--- src/rtl/cpu_controller_pkg.sv ---
// Shared types for the accumulator CPU controller: opcodes, phases, run state.
// Build option CTRL_SINGLE_STEP_EN (see cpu_controller) uses no extra types.
package cpu_controller_pkg;

    typedef enum logic [2:0] {
        HLT = 3'd0,
        SKZ = 3'd1,
        ADD = 3'd2,
        AND = 3'd3,
        XOR = 3'd4,
        LDA = 3'd5,
        STO = 3'd6,
        JMP = 3'd7
    } opcode_t;

    typedef enum logic [2:0] {
        INST_ADDR  = 3'd0,
        INST_FETCH = 3'd1,
        INST_LOAD  = 3'd2,
        IDLE       = 3'd3,
        OP_ADDR    = 3'd4,
        OP_FETCH   = 3'd5,
        ALU_OP     = 3'd6,
        STORE      = 3'd7
    } phase_t;

    typedef enum logic {
        RUN    = 1'b0,
        HALTED = 1'b1
    } ctrl_state_t;

    localparam phase_t HLT_PHASE = OP_ADDR;

    // Opcodes that read an operand from memory and write the accumulator.
    function automatic logic is_aluop(input opcode_t op);
        return (op == ADD) || (op == AND) || (op == XOR) || (op == LDA);
    endfunction

endpackage

--- src/rtl/cpu_controller_phase_counter.sv ---
// 3-bit phase counter: async reset, count enable, synchronous clear (priority),
// o_wrap flags the enabled 7->0 step in the current cycle.
module cpu_controller_phase_counter (
    input  logic       clk,
    input  logic       rst,
    input  logic       i_en,
    input  logic       i_clr,
    output logic [2:0] o_phase,
    output logic       o_wrap
);

    logic [2:0] r_phase;

    always_ff @(posedge clk or posedge rst) begin
        if (rst) begin
            r_phase <= 3'd0;
        end else if (i_clr) begin
            r_phase <= 3'd0;
        end else if (i_en) begin
            r_phase <= r_phase + 3'd1;
        end
    end

    assign o_phase = r_phase;
    assign o_wrap  = i_en && !i_clr && (r_phase == 3'd7);

endmodule

--- src/rtl/cpu_controller.sv ---
// Instruction sequencer: 8-phase cycle decoded into datapath strobes, HALTED with resume,
// retired-instruction counter. Build option CTRL_SINGLE_STEP_EN adds input step_mode.
module cpu_controller
    import cpu_controller_pkg::*;
#(
    parameter int COUNT_W = 16
) (
    input  logic               clk,
    input  logic               rst,
    input  opcode_t            opcode,
    input  logic               zero,
    input  logic               resume,
`ifdef CTRL_SINGLE_STEP_EN
    input  logic               step_mode,
`endif
    output logic               mem_rd,
    output logic               mem_wr,
    output logic               load_ir,
    output logic               load_ac,
    output logic               load_pc,
    output logic               inc_pc,
    output logic               halt,
    output phase_t             phase,
    output logic [COUNT_W-1:0] instr_count
);

    ctrl_state_t        r_state;
    ctrl_state_t        w_state_nxt;
    logic               r_step_halt;
    logic [COUNT_W-1:0] r_count;
    logic [2:0]         w_phase_raw;
    phase_t             w_phase;
    logic               w_step;
    logic               w_hlt_entry;
    logic               w_step_entry;
    logic               w_resume;
    logic               w_cnt_en;
    logic               w_wrap;
    logic               w_retire;
    logic               w_aluop;

`ifdef CTRL_SINGLE_STEP_EN
    assign w_step = step_mode;
`else
    assign w_step = 1'b0;
`endif

    assign w_phase      = phase_t'(w_phase_raw);
    assign w_hlt_entry  = (r_state == RUN) && (w_phase == HLT_PHASE) && (opcode == HLT);
    assign w_resume     = (r_state == HALTED) && resume;
    assign w_cnt_en     = (r_state == RUN) && !w_hlt_entry;
    assign w_step_entry = w_wrap && w_step;
    // A step-halt already retired its instruction on the wrap; an HLT retires on resume.
    assign w_retire     = w_wrap || (w_resume && !r_step_halt);
    assign w_aluop      = is_aluop(opcode);

    cpu_controller_phase_counter u_phase_counter (
        .clk     (clk),
        .rst     (rst),
        .i_en    (w_cnt_en),
        .i_clr   (w_resume),
        .o_phase (w_phase_raw),
        .o_wrap  (w_wrap)
    );

    always_ff @(posedge clk or posedge rst) begin
        if (rst) begin
            r_state     <= RUN;
            r_step_halt <= 1'b0;
        end else begin
            r_state <= w_state_nxt;
            if (w_step_entry) begin
                r_step_halt <= 1'b1;
            end else if (w_hlt_entry || w_resume) begin
                r_step_halt <= 1'b0;
            end
        end
    end

    always_comb begin
        w_state_nxt = r_state;
        case (r_state)
            RUN:     if (w_hlt_entry || w_step_entry) w_state_nxt = HALTED;
            HALTED:  if (resume) w_state_nxt = RUN;
            default: w_state_nxt = RUN;
        endcase
    end

    always_comb begin
        mem_rd  = 1'b0;
        mem_wr  = 1'b0;
        load_ir = 1'b0;
        load_ac = 1'b0;
        load_pc = 1'b0;
        inc_pc  = 1'b0;
        if (r_state == RUN) begin
            case (w_phase)
                INST_FETCH: mem_rd = 1'b1;
                INST_LOAD, IDLE: begin
                    mem_rd  = 1'b1;
                    load_ir = 1'b1;
                end
                OP_ADDR:  inc_pc = 1'b1;
                OP_FETCH: mem_rd = w_aluop;
                ALU_OP: begin
                    mem_rd  = w_aluop;
                    load_ac = w_aluop;
                    inc_pc  = (opcode == SKZ) && zero;
                    load_pc = (opcode == JMP);
                end
                STORE: begin
                    mem_rd  = w_aluop;
                    load_ac = w_aluop;
                    load_pc = (opcode == JMP);
                    inc_pc  = (opcode == JMP);
                    mem_wr  = (opcode == STO);
                end
                default: ;
            endcase
        end
    end

    always_ff @(posedge clk or posedge rst) begin
        if (rst) begin
            r_count <= '0;
        end else if (w_retire) begin
            r_count <= r_count + 1'b1;
        end
    end

    assign halt        = (r_state == HALTED);
    assign phase       = w_phase;
    assign instr_count = r_count;

endmodule

--- config.mk ---
export PLATFORM = sky130hd
export DESIGN_NAME = cpu_controller
export DESIGN_NICKNAME = d
export VERILOG_FILES = /design/src/rtl/cpu_controller_pkg.sv /design/src/rtl/cpu_controller_phase_counter.sv /design/src/rtl/cpu_controller.sv
export SDC_FILE = /design/constraint.sdc
export NUM_CORES = 1
export LEC_CHECK = 0
export BUFFER_PORTS_ARGS = -buffer_cell sky130_fd_sc_hd__buf_2
export CELL_PAD_IN_SITES_DETAIL_PLACEMENT = 1
export CELL_PAD_IN_SITES_GLOBAL_PLACEMENT = 2
export CORE_MARGIN = 3
export CORE_UTILIZATION = 27
export DETAILED_ROUTE_END_ITERATION = 8
export PLACE_DENSITY_LB_ADDON = 0.1
export SLEW_MARGIN = 20
export SYNTH_ARGS = -nofsm -noshare
export SYNTH_HDL_FRONTEND = slang
export SYNTH_HIERARCHICAL = 1
export SYNTH_SLANG_ARGS = --single-unit
--- constraint.sdc ---
create_clock -name clk -period 1.9 [get_ports clk]
set_clock_uncertainty 0.1 [all_clocks]
set_input_delay 0.19 -clock clk [delete_from_list [all_inputs] [get_ports clk]]
set_output_delay 0.19 -clock clk [all_outputs]
set_load 0.05 [all_outputs]
Word level (Yosys, flattened, before mapping):

Cells that the tools add are included.

* input bits: 7
* word-level logic and storage cells: 56
* register bits after elaboration: 20

* add/subtract/negate cells: 2
* reductions and logical operators: 19
* bitwise gates (word level): 1
* equal/unequal tests: 14
* muxes and demuxes: 17

Operators by type and width (count)
* equality test 3 bit, second input constant: 8
* adder 16 x 1 -> 16 bit, second input constant: 1
* equality test 3 x 2 -> 1 bit, second input constant: 4
* two-way mux 1 bit: 12
* logical AND 1 bit: 7
* equality test 3 x 1 -> 1 bit, second input constant: 2
* two-way mux 3 bit: 2
* OR reduction 3 bit: 2
* logical OR 1 bit: 4
* case mux 1 bit (2 select lines): 2
* OR reduction 2 bit: 2
* adder 3 x 1 -> 3 bit, second input constant: 1
* logical NOT 3 bit: 1
* case mux 1 bit (3 select lines): 1
* logical NOT 1 bit: 2
* nonzero test 2 bit: 1
* inverter 1 bit: 1

Longest topological paths before layout:

* word-level depth: 8
* gate-level depth with buffers: 9
* gate-level depth less buffers: 8

By module:

Netlist, hierarchy kept.

Modules (own cells, without submodules)
* cpu_controller: cells an instance 81, times used 1, sequential area each 425.4 um2, area each 873.3 um2
* cpu_controller_phase_counter: cells an instance 14, times used 1, sequential area each 75.1 um2, area each 151.4 um2

Worst setup path after synthesis:

No wires, ideal clock.

* path type: register to output
* start point: register r_state (netlist: halt)
* end point: output mem_wr
* setup slack: -960 ps
* cell stages (with the launch flop): 3
* required time: 1610 ps
* arrival time: 2570 ps
* cells stage by stage: dfrtp_1 > nand2b_1 > nor4b_1

* cells in the longest elaborated chain, start to end: 1

RTL lines
* start, declared: RTL line cpu_controller.sv:27 `ctrl_state_t r_state;`
* start signal, assigned: RTL line cpu_controller.sv:71 `r_state <= w_state_nxt;`
* two-way mux 1 bit: RTL line cpu_controller.sv:96 `if (r_state == RUN) begin`
* end, declared: RTL line cpu_controller.sv:17 `output logic mem_wr,`

No other way between the ends.

Final worst setup path:

* start point: register u_phase_counter.r_phase[2] (netlist: u_phase_counter/o_phase[2])
* end point: register r_count[10] (netlist: instr_count[10])

* cells in the longest elaborated chain, start to end: 8
* elaborated cells between the ends (all ways): 9

RTL lines
* start, declared: RTL line cpu_controller_phase_counter.sv:12 `logic [2:0] r_phase;`
* start signal, assigned: RTL line cpu_controller_phase_counter.sv:20 `r_phase <= r_phase + 3'd1;`
* equality test 3 bit: RTL line cpu_controller.sv:49 `assign w_hlt_entry = (r_state == RUN) && (w_phase == HLT_PHASE) && (opcode == HLT);`
* logical AND 1 bit (2 in a row): RTL line cpu_controller.sv:49
* logical NOT 1 bit: RTL line cpu_controller.sv:51 `assign w_cnt_en = (r_state == RUN) && !w_hlt_entry;`
* logical AND 1 bit: RTL line cpu_controller.sv:51
* via w_cnt_en: RTL line cpu_controller.sv:37 `logic w_cnt_en;`
* logical AND 1 bit (2 in a row): RTL line cpu_controller_phase_counter.sv:25 `assign o_wrap = i_en && !i_clr && (r_phase == 3'd7);`
* via w_wrap: RTL line cpu_controller.sv:38 `logic w_wrap;`
* logical OR 1 bit: RTL line cpu_controller.sv:54 `assign w_retire = w_wrap || (w_resume && !r_step_halt);`
* end signal, assigned: RTL line cpu_controller.sv:127 `r_count <= r_count + 1'b1;`
* end, declared: RTL line cpu_controller.sv:30 `logic [COUNT_W-1:0] r_count;`

The timed path passes the listed nets, and every way through them passes these cells.
A chain may end at the register's enable or synchronous reset.

==> summary.md <==
| Metric | Value |
|---|---|
| Cell breakdown of the critical path | nor2b_4 > a31oi_4 > nand2_1 > nor2_2 > a21o_1 > and4_4 > nand4_1 > xnor2_1 |
| GR Overflow Total | 0 |
| Clock sinks | 20 |
| Largest stage delay, worst path | 0.42 ns |
| Largest net degree at the start of global routing | 18 |
| R2r startpoint | u_phase_counter/o_phase[2]$_DFFE_PP0P_ |
| Maximum VDD drop | around 0.0007 V |
| Highest Clock Rate | 553.3 MHz |
| Register area share after synthesis | 0.4884 |
| Worst Path Required | 1.94 ns |
| Reg-to-reg slack, setup | slightly above 0.09 ns |
| Unique masters post-synth | 26 |
| Final net count | 150 |
| Yosys reg bits | 20 |
| Post-route setup slack | 0.09262 ns |
| Switching Fraction | 0.4734 |
| Clk buf depth | 2 |
| Power density over the cells | 1521 nW/um^2 |
| Vias in the first global route | 895 |
| Core area | around 3500 um^2 |
| CP Launch Point | u_phase_counter/o_phase[2]$_DFFE_PP0P_ |
| Iteration-0 DRC Markers | 23 |
| Leak | 0.7451 nW |
| First-pass DRT Iterations | 3 |
| Wire per inst | approximately 14 um |
| CP Capture Type | flip-flop |
| Setup violators final | 0 |
| Die area | roughly 4600 um^2 |
| Worst skew pair latency | 0.26 ns |
| Die W | 67.61 um |
| Net Count, Synth | 105 |
| Unrepaired setup endpoints after global routing | yes |
| First-pass GRT wire length | 4271 um |
| CP endpoint | instr_count[10]$_DFFE_PP0P_ |
| Pre-CTS setup slack | about 0.012 ns |
| Tcrit/Tclk final | 0.9513 |
| Post-Route WL | between 2000 and 3000 um |
| Global-route usage over all layers | 0.1260 |
| Slew @ Worst Pin | roughly 0.70 ns |
| I/O pin total | 33 |
| Final ANT Viol Nets | 0 |
| Clock power share | 0.194 |
| Setup CP Type | flip-flop to flip-flop |
| H-tree Lvls | 1 |
| Reg power frac | 0.291 |
| Crit path launch type | flip-flop |
| Ys Warns | 6 |
| Mapped Avg Cell Area | roughly 11 um^2 |
| Internal | about 0.0012 W |
| Syn-to-layout area delta | 42.25% |
| CP arrival | around 1.9 ns |
| Final Hold Viols | 0 |
| Mapped Cells | 95 |
| CP max FO | 4 |
| Post-DR vias/cell | approximately 4.6 |
| CTS Root Cell | clkbuf_8 |
| Clk slew on worst S/H paths | around 0.070 ns |
| P_sw | between 0.001 and 0.0015 W |
| ANT cells | 0 |
| HP Class | input port to flip-flop |
| Crit-path slowest cell | dfrtp_2 |
| Post-DP HPWL | around 2000 um |
| Buffers on Ports | 32 |
| GPL Wtd Cong | ~0.71 |
| Cell area after synthesis | around 1000 um^2 |
| Layout cell share with drive strength beyond 1 | 0.4460 |
| Max-Cap Viols | 0 |
| Post-route DRC | 0 |
| Ys async rst share | 1.000 |
| Fin crit period | ~1.8 ns |
| Combinational share of power | 0.515 |
| Max-slew violations | 0 |
| Die H | a little under 70 um |
| Top FF cell, synth | dfrtp_1 |
| Outcome | finished, final reports clean |
| Initial antenna violation count | 0 |
| Num CTS Buffers | 3 |
| # rows | 21 |
| Starting Density | 0.2932 |
| Number of synthesized flops with an enable pin | 0 |
| Hold depth | 2 |
| Reg2reg end | instr_count[10]$_DFFE_PP0P_ |
| Setup tns final | 0 ns |
| Worst R2R Path Depth | 8 |
| Via count | 860 |
| Slew margin rel. | 0.5320 |
| CTS tree | done |
## power by group through the flow
stage / clock network (W) / registers, W / logic (W)
CTS: 0.000445 / 0.000642 / 0.00110
detailed placement: 0 / 0.000650 / 0.00109
global placement: 0 / 0.000644 / 0.00108
floorplan: 0 / 0.000942 / 0.000510
global route: 0.000473 / 0.000666 / 0.00123
finish: 0.000430 / 0.000645 / 0.00114
## cell usage after synthesis, drive strengths merged, types with 2 or more instances
master | count | area (um^2)
nor2b | 2 | 12.51
a31oi | 2 | 12.51
inv | 4 | 15.01
nand4 | 5 | 31.28
nor3 | 2 | 10.01
nand3 | 6 | 42.54
nor2 | 8 | 30.03
ha | 3 | 37.54
dfrtp | 20 | 500.5
nor3b | 2 | 15.01
xnor2 | 13 | 113.9
mux2i | 3 | 30.03
and3 | 3 | 18.77
and4 | 3 | 28.78
nand2 | 7 | 26.28
xor2 | 4 | 35.03
## cells in the final DEF (no fill, tap or decap), drive strengths merged
master and instances:
nor2 8, xnor2 13, inv 4, mux2i 3, nand2b 1, bufinv 1, clkbuf 3, a31oi 2
xor2 4, nand4 5, o22ai 1, dfrtp 20, nor4b 1, buf 40, dlygate4sd3 1, nand2 7
a21o 1, nor2b 2, mux2 1, ha 3, and4 3, nor3b 2, nor3 2, a211oi 1
nand3 6, and2 1, and3 3
## worst min-delay path by stage
stage / slack (ns) / endpoint / from
final: 0.04 / halt$_DFF_PP0_ / resume
after CTS: 0.04 / halt$_DFF_PP0_ / resume
after global routing: 0.04 / halt$_DFF_PP0_ / resume
after global placement: -0.03 / u_phase_counter/o_phase[0]$_DFFE_PP0P_ / rst
after floorplan: -0.16 / u_phase_counter/o_phase[0]$_DFFE_PP0P_ / rst
after detailed placement: -0.03 / u_phase_counter/o_phase[2]$_DFFE_PP0P_ / rst
## cell type report
| cell class | instances | area (um^2) |
|---|---|---|
| clock inverters | 1 | 30.03 |
| repair buffers | 41 | 232.7 |
| well taps | 46 | 57.56 |
| clock buffers | 3 | 41.29 |
| flip-flops and latches | 20 | 505.5 |
| multi-input cells | 70 | 575.6 |
| inverters | 4 | 15.01 |
| fillers | 408 | 2037 |
## registers in the layout, indices dropped and copies added, names as in the netlist
register	flops
halt	1
instr_count	16
u_phase_counter/o_phase	3
## worst max-delay path, delay by kind of cell, from the launching register on
| kind | cells | cell delay (ns) |
|---|---|---|
| AOI/OAI and AO/OA | 2 | 0.30 |
| and+or+nand+nor | 5 | 0.72 |
| DFF | 1 | 0.42 |
| xor gates and xnor gates | 1 | 0.15 |
## timing repair
action | 4_1_cts | 5_1_grt
gates cloned | 0 | 0
setup endpoints to repair | 2 | 12
gates resized for setup | 1 | 11
buffers inserted | 0 | 4
hold buffers | 1 | 0
hold endpoints to repair | 20 | 0
pin swaps | 2 | 7
## stage by stage
stage          hold slack (ns)  cells  power, W    util  cell area (um^2)
6_report               0.03835    185  0.002217  0.4171              1458
3_3_place_gp          -0.03421    177  0.001719  0.3713              1297
4_1_cts                0.03748    182  0.002186  0.3953              1381
5_1_grt                0.04416    185  0.002373  0.4171              1458
3_5_place_dp          -0.02921    177  0.001741  0.3713              1297
2_1_floorplan          -0.1563     95  0.001452       -              1054
## routing by layer
metal  part of all wire  wire length, um  track usage
met5                  0                0            0
met4             0.0065               17      0.04557
met3              0.039              102      0.02995
met2               0.48             1250       0.1823
met1               0.48             1244       0.1804
## cells by family (layout without fill, tap and decap cells)
| family | Yosys count | in the layout | share of synthesized area |
|---|---|---|---|
| fa+ha+maj | 3 | 3 | 0.03663 |
| buf+inv | 5 | 49 | 0.02564 |
| flops | 20 | 20 | 0.4884 |
| simple gates | 41 | 41 | 0.2308 |
| compound gates | 5 | 5 | 0.03297 |
| xor+xnor | 17 | 17 | 0.1453 |
| mux | 4 | 4 | 0.04029 |
Power figures use the tool's default switching activity.
